File: config.mk
export PLATFORM = sky130hd
export DESIGN_NAME = cic_comb_seq_flat
export DESIGN_NICKNAME = d
export VERILOG_FILES = /design/src/rtl/cic_comb_seq_if.sv /design/src/rtl/cic_comb_seq.sv /design/src/flat_wrapper.sv
export SDC_FILE = /design/constraint.sdc
export NUM_CORES = 1
export LEC_CHECK = 0
export BUFFER_PORTS_ARGS = -buffer_cell sky130_fd_sc_hd__buf_4
export CAP_MARGIN = 40
export CORE_UTILIZATION = 61
export DETAILED_ROUTE_END_ITERATION = 8
export HOLD_SLACK_MARGIN = 0.12
export PLACE_DENSITY = 0.8
export SYNTH_ARGS = -nofsm -noshare
export SYNTH_HDL_FRONTEND = slang
export SYNTH_SLANG_ARGS = --single-unit
File: constraint.sdc
create_clock -name clk -period 5.42 [get_ports clk]
set_input_delay 0.542 -clock clk [delete_from_list [all_inputs] [get_ports clk]]
set_output_delay 0.542 -clock clk [all_outputs]
set_load 0.01 [all_outputs]
File: src/rtl/cic_comb_seq_if.sv
// Comb-section bus: decimated sample and strobe in; filtered sample, valid pulse and status out.
interface cic_comb_seq_if #(
    parameter int IN_W  = 27,
    parameter int OUT_W = 16
);
    logic [IN_W-1:0]  data_in;
    logic             new_data;
    logic [OUT_W-1:0] data_out;
    logic             data_valid;
    logic             busy;
    logic             overrun;
    logic             primed;

    modport master (
        output data_in, new_data,
        input  data_out, data_valid, busy, overrun, primed
    );

    modport slave (
        input  data_in, new_data,
        output data_out, data_valid, busy, overrun, primed
    );
endinterface

File: src/rtl/cic_comb_seq.sv
// CIC comb section: N_STAGES first differences on one shared subtractor, latency N_STAGES+1 cycles.
// A strobe that arrives while busy is dropped and flagged by overrun. COMB_ROUND_EN: round-half-up output.
module cic_comb_seq #(
    parameter int IN_W     = 27,
    parameter int OUT_W    = 16,
    parameter int N_STAGES = 3
) (
    input logic           clk,
    input logic           rst,
    cic_comb_seq_if.slave bus
);
    localparam int K_W = (N_STAGES > 1) ? $clog2(N_STAGES) : 1;
    localparam int P_W = $clog2(N_STAGES + 1);

    typedef enum logic {IDLE, RUN} state_t;

    state_t          state;
    logic [IN_W-1:0] acc;
    logic [IN_W-1:0] d [N_STAGES];
    logic [K_W-1:0]  k;
    logic [P_W-1:0]  pcnt;
    logic [IN_W-1:0] diff;
    logic [OUT_W-1:0] outsel;

    // Modulo-2^IN_W difference: wrap is what cancels the integrator overflow.
    assign diff = acc - d[k];

`ifdef COMB_ROUND_EN
    localparam logic [IN_W:0] HALF = (IN_W + 1)'(1) << (IN_W - OUT_W - 1);
    logic [IN_W:0] rnd;
    assign rnd    = {1'b0, diff} + HALF;
    assign outsel = rnd[IN_W] ? {OUT_W{1'b1}} : rnd[IN_W-1 -: OUT_W];
`else
    assign outsel = diff[IN_W-1 -: OUT_W];
`endif

    always_ff @(posedge clk or posedge rst) begin
        if (rst) begin
            state          <= IDLE;
            acc            <= '0;
            k              <= '0;
            pcnt           <= '0;
            for (int i = 0; i < N_STAGES; i++) d[i] <= '0;
            bus.data_out   <= '0;
            bus.data_valid <= 1'b0;
            bus.busy       <= 1'b0;
            bus.overrun    <= 1'b0;
            bus.primed     <= 1'b0;
        end else begin
            bus.data_valid <= 1'b0;
            bus.overrun    <= 1'b0;
            case (state)
                IDLE: begin
                    if (bus.new_data) begin
                        acc      <= bus.data_in;
                        k        <= '0;
                        bus.busy <= 1'b1;
                        state    <= RUN;
                    end
                end
                RUN: begin
                    bus.overrun <= bus.new_data;
                    acc         <= diff;
                    d[k]        <= acc;
                    k           <= k + 1'b1;
                    if (k == K_W'(N_STAGES - 1)) begin
                        bus.data_out   <= outsel;
                        bus.data_valid <= 1'b1;
                        bus.busy       <= 1'b0;
                        state          <= IDLE;
                        if (pcnt != P_W'(N_STAGES)) pcnt <= pcnt + 1'b1;
                        if (pcnt >= P_W'(N_STAGES - 1)) bus.primed <= 1'b1;
                    end
                end
                default: state <= IDLE;
            endcase
        end
    end
endmodule
File: src/flat_wrapper.sv
// flat-port wrapper written by rule: the top's interface ports become plain ports
module cic_comb_seq_flat 
#(
    parameter int IN_W     = 27,
    parameter int OUT_W    = 16,
    parameter int N_STAGES = 3
)
  (clk, rst, bus_data_in, bus_new_data, bus_data_out, bus_data_valid, bus_busy, bus_overrun, bus_primed);
  cic_comb_seq_if #(.IN_W(IN_W), .OUT_W(OUT_W)) bus_i ();
  input logic clk;
  input logic rst;
  input wire logic [$bits(bus_i.data_in)-1:0] bus_data_in;
  input wire logic [$bits(bus_i.new_data)-1:0] bus_new_data;
  output wire logic [$bits(bus_i.data_out)-1:0] bus_data_out;
  output wire logic [$bits(bus_i.data_valid)-1:0] bus_data_valid;
  output wire logic [$bits(bus_i.busy)-1:0] bus_busy;
  output wire logic [$bits(bus_i.overrun)-1:0] bus_overrun;
  output wire logic [$bits(bus_i.primed)-1:0] bus_primed;
  assign bus_i.data_in = bus_data_in;
  assign bus_i.new_data = bus_new_data;
  assign bus_data_out = bus_i.data_out;
  assign bus_data_valid = bus_i.data_valid;
  assign bus_busy = bus_i.busy;
  assign bus_overrun = bus_i.overrun;
  assign bus_primed = bus_i.primed;
  cic_comb_seq #(.IN_W(IN_W), .OUT_W(OUT_W), .N_STAGES(N_STAGES)) u_core (.clk(clk), .rst(rst), .bus(bus_i));
endmodule
==> summary.txt <==
Worst setup path
  • Crit path cell chain: inv_1 > nor2_1 > buf_4 > a21oi_1 > ha_1 > a211oi_2 > nor4b_4 > o21ai_2 > a211oi_1 > o22ai_1 > xnor2_1 > a21oi_1
  • Critical path type: flop to flop
  • Worst r2r src: u_core.k[0]
  • Crit. End Element: flop
  • CP delay by family, top: compound AO/OA/AOI/OAI gates
  • Worst setup path start: u_core.k[0]
  • Required @ worst endpoint: 5.71 ns
  • CP max stage delay: 0.50 ns
  • CP bufs+invs: 2
  • CP dominant cell by count: a21oi_1
  • Slowest CP cell: nor2_1
  • Critical path arrival: 3.77 ns
  • Crit start category: flop
  • Critical Path Fanout Max: 19

Logic synthesis
  • Avg Inst Size Synth: 9.76 um^2
  • Mapped Cells: 756
  • Most common cell in the synthesized netlist: dfrtp_1
  • Synthesized cell area: 0.00738 mm^2
  • Most frequent cells after synthesis: dfrtp_1, nand2_1, a21oi_1, mux2_2, nor2_1
  • Synth warn: 0
  • Ys async rst share: 100%
  • Post-synthesis sequential area ratio: 45.1%
  • Number of enable flip-flop cells after synthesis: 0
  • Synth top area cells: dfrtp_1, mux2_2, nand2_1
  • Synth unique cells: 60
  • Share of the synthesized area in the top cell type: 45.1%
  • Biggest area consumer among synthesized cells: dfrtp_1
  • Yosys reg bits: 133
  • Synth Flop Type: dfrtp_1
  • Synth Net Count: 821

Routing
  • Via/cell ratio: 6.21
  • First-pass DRT Iterations: 9
  • Antenna viol nets, final: 0
  • WL final: 18400 um
  • DR vias: 5891
  • DRC: 4
  • Initial DRC Count: 417
  • Wirelength per Cell: 19.4 um

STA
  • Final hold vios: 0
  • Slew @ Worst Pin: 0.815 ns
  • Setup TNS: 0 ns
  • RSZ-0062 raised after global routing: false
  • Slew HR: 45.7%
  • Final period util: 64.2%
  • Final Max Slew Viols: 0
  • Skew final: 0.00788 ns
  • Setup-failing EPs final: 0
  • Fmax: 287 MHz
  • Final worst path period need: 3.48 ns

Place
  • Post-DP HPWL: 11500 um
  • PortBufs: 49
  • Placer Congestion: 0.917
  • Placed cell areas: 0.00786 mm^2

Floorplan
  • Chip Width: 112 um
  • Core Region: 0.0116 mm^2
  • Top Ports: 50
  • Die H: 112 um
  • Num rows: 39
  • DIE AREA: 0.0125 mm^2
  • Initial core utilization: 63.5%

Global route
  • Largest net degree at the start of global routing: 71
  • GRT overflow: 0
  • Tot GR Track Use: 31.2%
  • Number of global-route vias before repair: 5852
  • Initial antenna violation count: 0
  • First-pass GRT wire length: 30100 um

Layout
  • Total Nets Final: 859
  • Final core occ: 72.5%
  • Layout cells sized above 1: 20.0%
  • Ant. Diodes: 0
  • Synth-to-Final Area Change: 14.1%
  • Finished Cell Area: 0.00842 mm^2

Clock network
  • CTS hold repair buffers: 0
  • Clk Latency, worst-skew pair: 0.42 ns
  • Clock transition at path regs: 0.06 ns
  • Num CTS Buffers: 17
  • Htree depth: 4
  • TritonCTS clock tree: done
  • Setup bufs post-CTS: 0
  • Post-CTS Resized: 0
  • # clock sinks: 133
  • CTS Root Cell: clkbuf_16
  • Longest Clk Path Bufs: 2

Outcome
  • Failing checks: DRC
  • Status: finished, violations left

Worst hold path
  • Min-Delay Path Class: primary input to async pin

Flow run
  • Maxcap violations: 0
flip-flops by register name, indices dropped and copies added, names as in the netlist:
| register | flops |
|---|---|
| u_core.bus.data_valid | 1 |
| u_core.bus.overrun | 1 |
| u_core.state | 1 |
| u_core.acc | 27 |
| u_core.bus.data_out | 16 |
| u_core.d | 81 |
| u_core.pcnt | 2 |
| u_core.bus.primed | 1 |
| u_core.bus.busy | 1 |
| u_core.k | 2 |
area by class of cell:
| type | count | area (um^2) |
|---|---|---|
| multi-input cells | 563 | 3810 |
| flip-flops and latches | 133 | 3330 |
| repair buffers | 59 | 463 |
| fillers | 847 | 3200 |
| clock inverters | 4 | 45.0 |
| clock buffers | 26 | 509 |
| well taps | 143 | 179 |
| inverters | 20 | 77.6 |
worst paths after layout:
kind | slack (ns) | to | depth (start not counted)
hold reg to reg | 0.48 | u_core.d[3] | 2
setup / recovery | 1.94 | u_core.acc[24] | 12
max in group asynchronous | 4.10 | u_core.d[53] | 4
min in group clk | 0.39 | u_core.acc[24] | 3
hold / removal | 0.19 | u_core.d[41] | 3
setup reg to reg | 1.94 | u_core.acc[24] | 12
kinds of logic after synthesis:
logic type | after synthesis | synth area share, %
simple gates | 232 | 13.8
compound gates | 178 | 15.2
flops | 133 | 45.1
mux | 98 | 14.2
buf+inv | 60 | 3.21
fa+ha+maj | 35 | 6.04
xor+xnor | 20 | 2.37
cell usage in the layout, fill, tap and decap left out, types with 3 or more instances in the layout:
| cell | Yosys | final |
|---|---|---|
| nor2_1 | 54 | 54 |
| a21o_1 | 6 | 6 |
| clkbuf_8 | 0 | 5 |
| nor2b_1 | 13 | 13 |
| inv_1 | 18 | 17 |
| o31ai_1 | 6 | 6 |
| a211oi_1 | 15 | 15 |
| o22ai_1 | 3 | 3 |
| o21ai_1 | 13 | 13 |
| nand2_1 | 130 | 129 |
| xnor2_1 | 15 | 15 |
| clkbuf_1 | 25 | 4 |
| or3_1 | 3 | 3 |
| xor2_1 | 5 | 5 |
| a21oi_1 | 68 | 68 |
| nand3_1 | 9 | 9 |
| o211ai_1 | 5 | 5 |
| buf_4 | 0 | 58 |
| nand4_1 | 6 | 6 |
| mux2i_1 | 44 | 44 |
| o21ai_0 | 30 | 30 |
| clkinv_2 | 0 | 3 |
| dfrtp_1 | 133 | 132 |
| mux2_2 | 54 | 54 |
| ha_1 | 34 | 34 |
| o21ai_2 | 3 | 3 |
| clkbuf_16 | 0 | 17 |
| o21a_1 | 5 | 5 |
| nor3_1 | 3 | 3 |
| o2111ai_1 | 3 | 3 |
tightest hold or removal path: stages:
cell and delay [ns]:
buf_4 0.12, inv_4 0.06, buf_16 0.29
routing by layer:
metal / track usage (%) / vias to the layer above / routed length [um]
met1: 41.4 / 2926 / 8050
met4: 10.2 / 0 / 253
li1: - / 2728 / -
met3: 7.02 / 35 / 1020
met5: 0 / - / 0
met2: 51.1 / 202 / 9030
per-stage QoR:
step | cells | worst slack [ns] | hold WS (ns)
6_report | 948 | 1.94 | 0.186
5_1_grt | 948 | 1.72 | 0.211
4_1_cts | 948 | 1.95 | 0.202
3_5_place_dp | 918 | 1.97 | 0.466
3_3_place_gp | 917 | 2.09 | 0.457
2_1_floorplan | 756 | 1.32 | 0.446
Power is left out: the tool's default activity adds up to more than one toggle a clock period on the data nets, which glitch-free logic cannot reach.
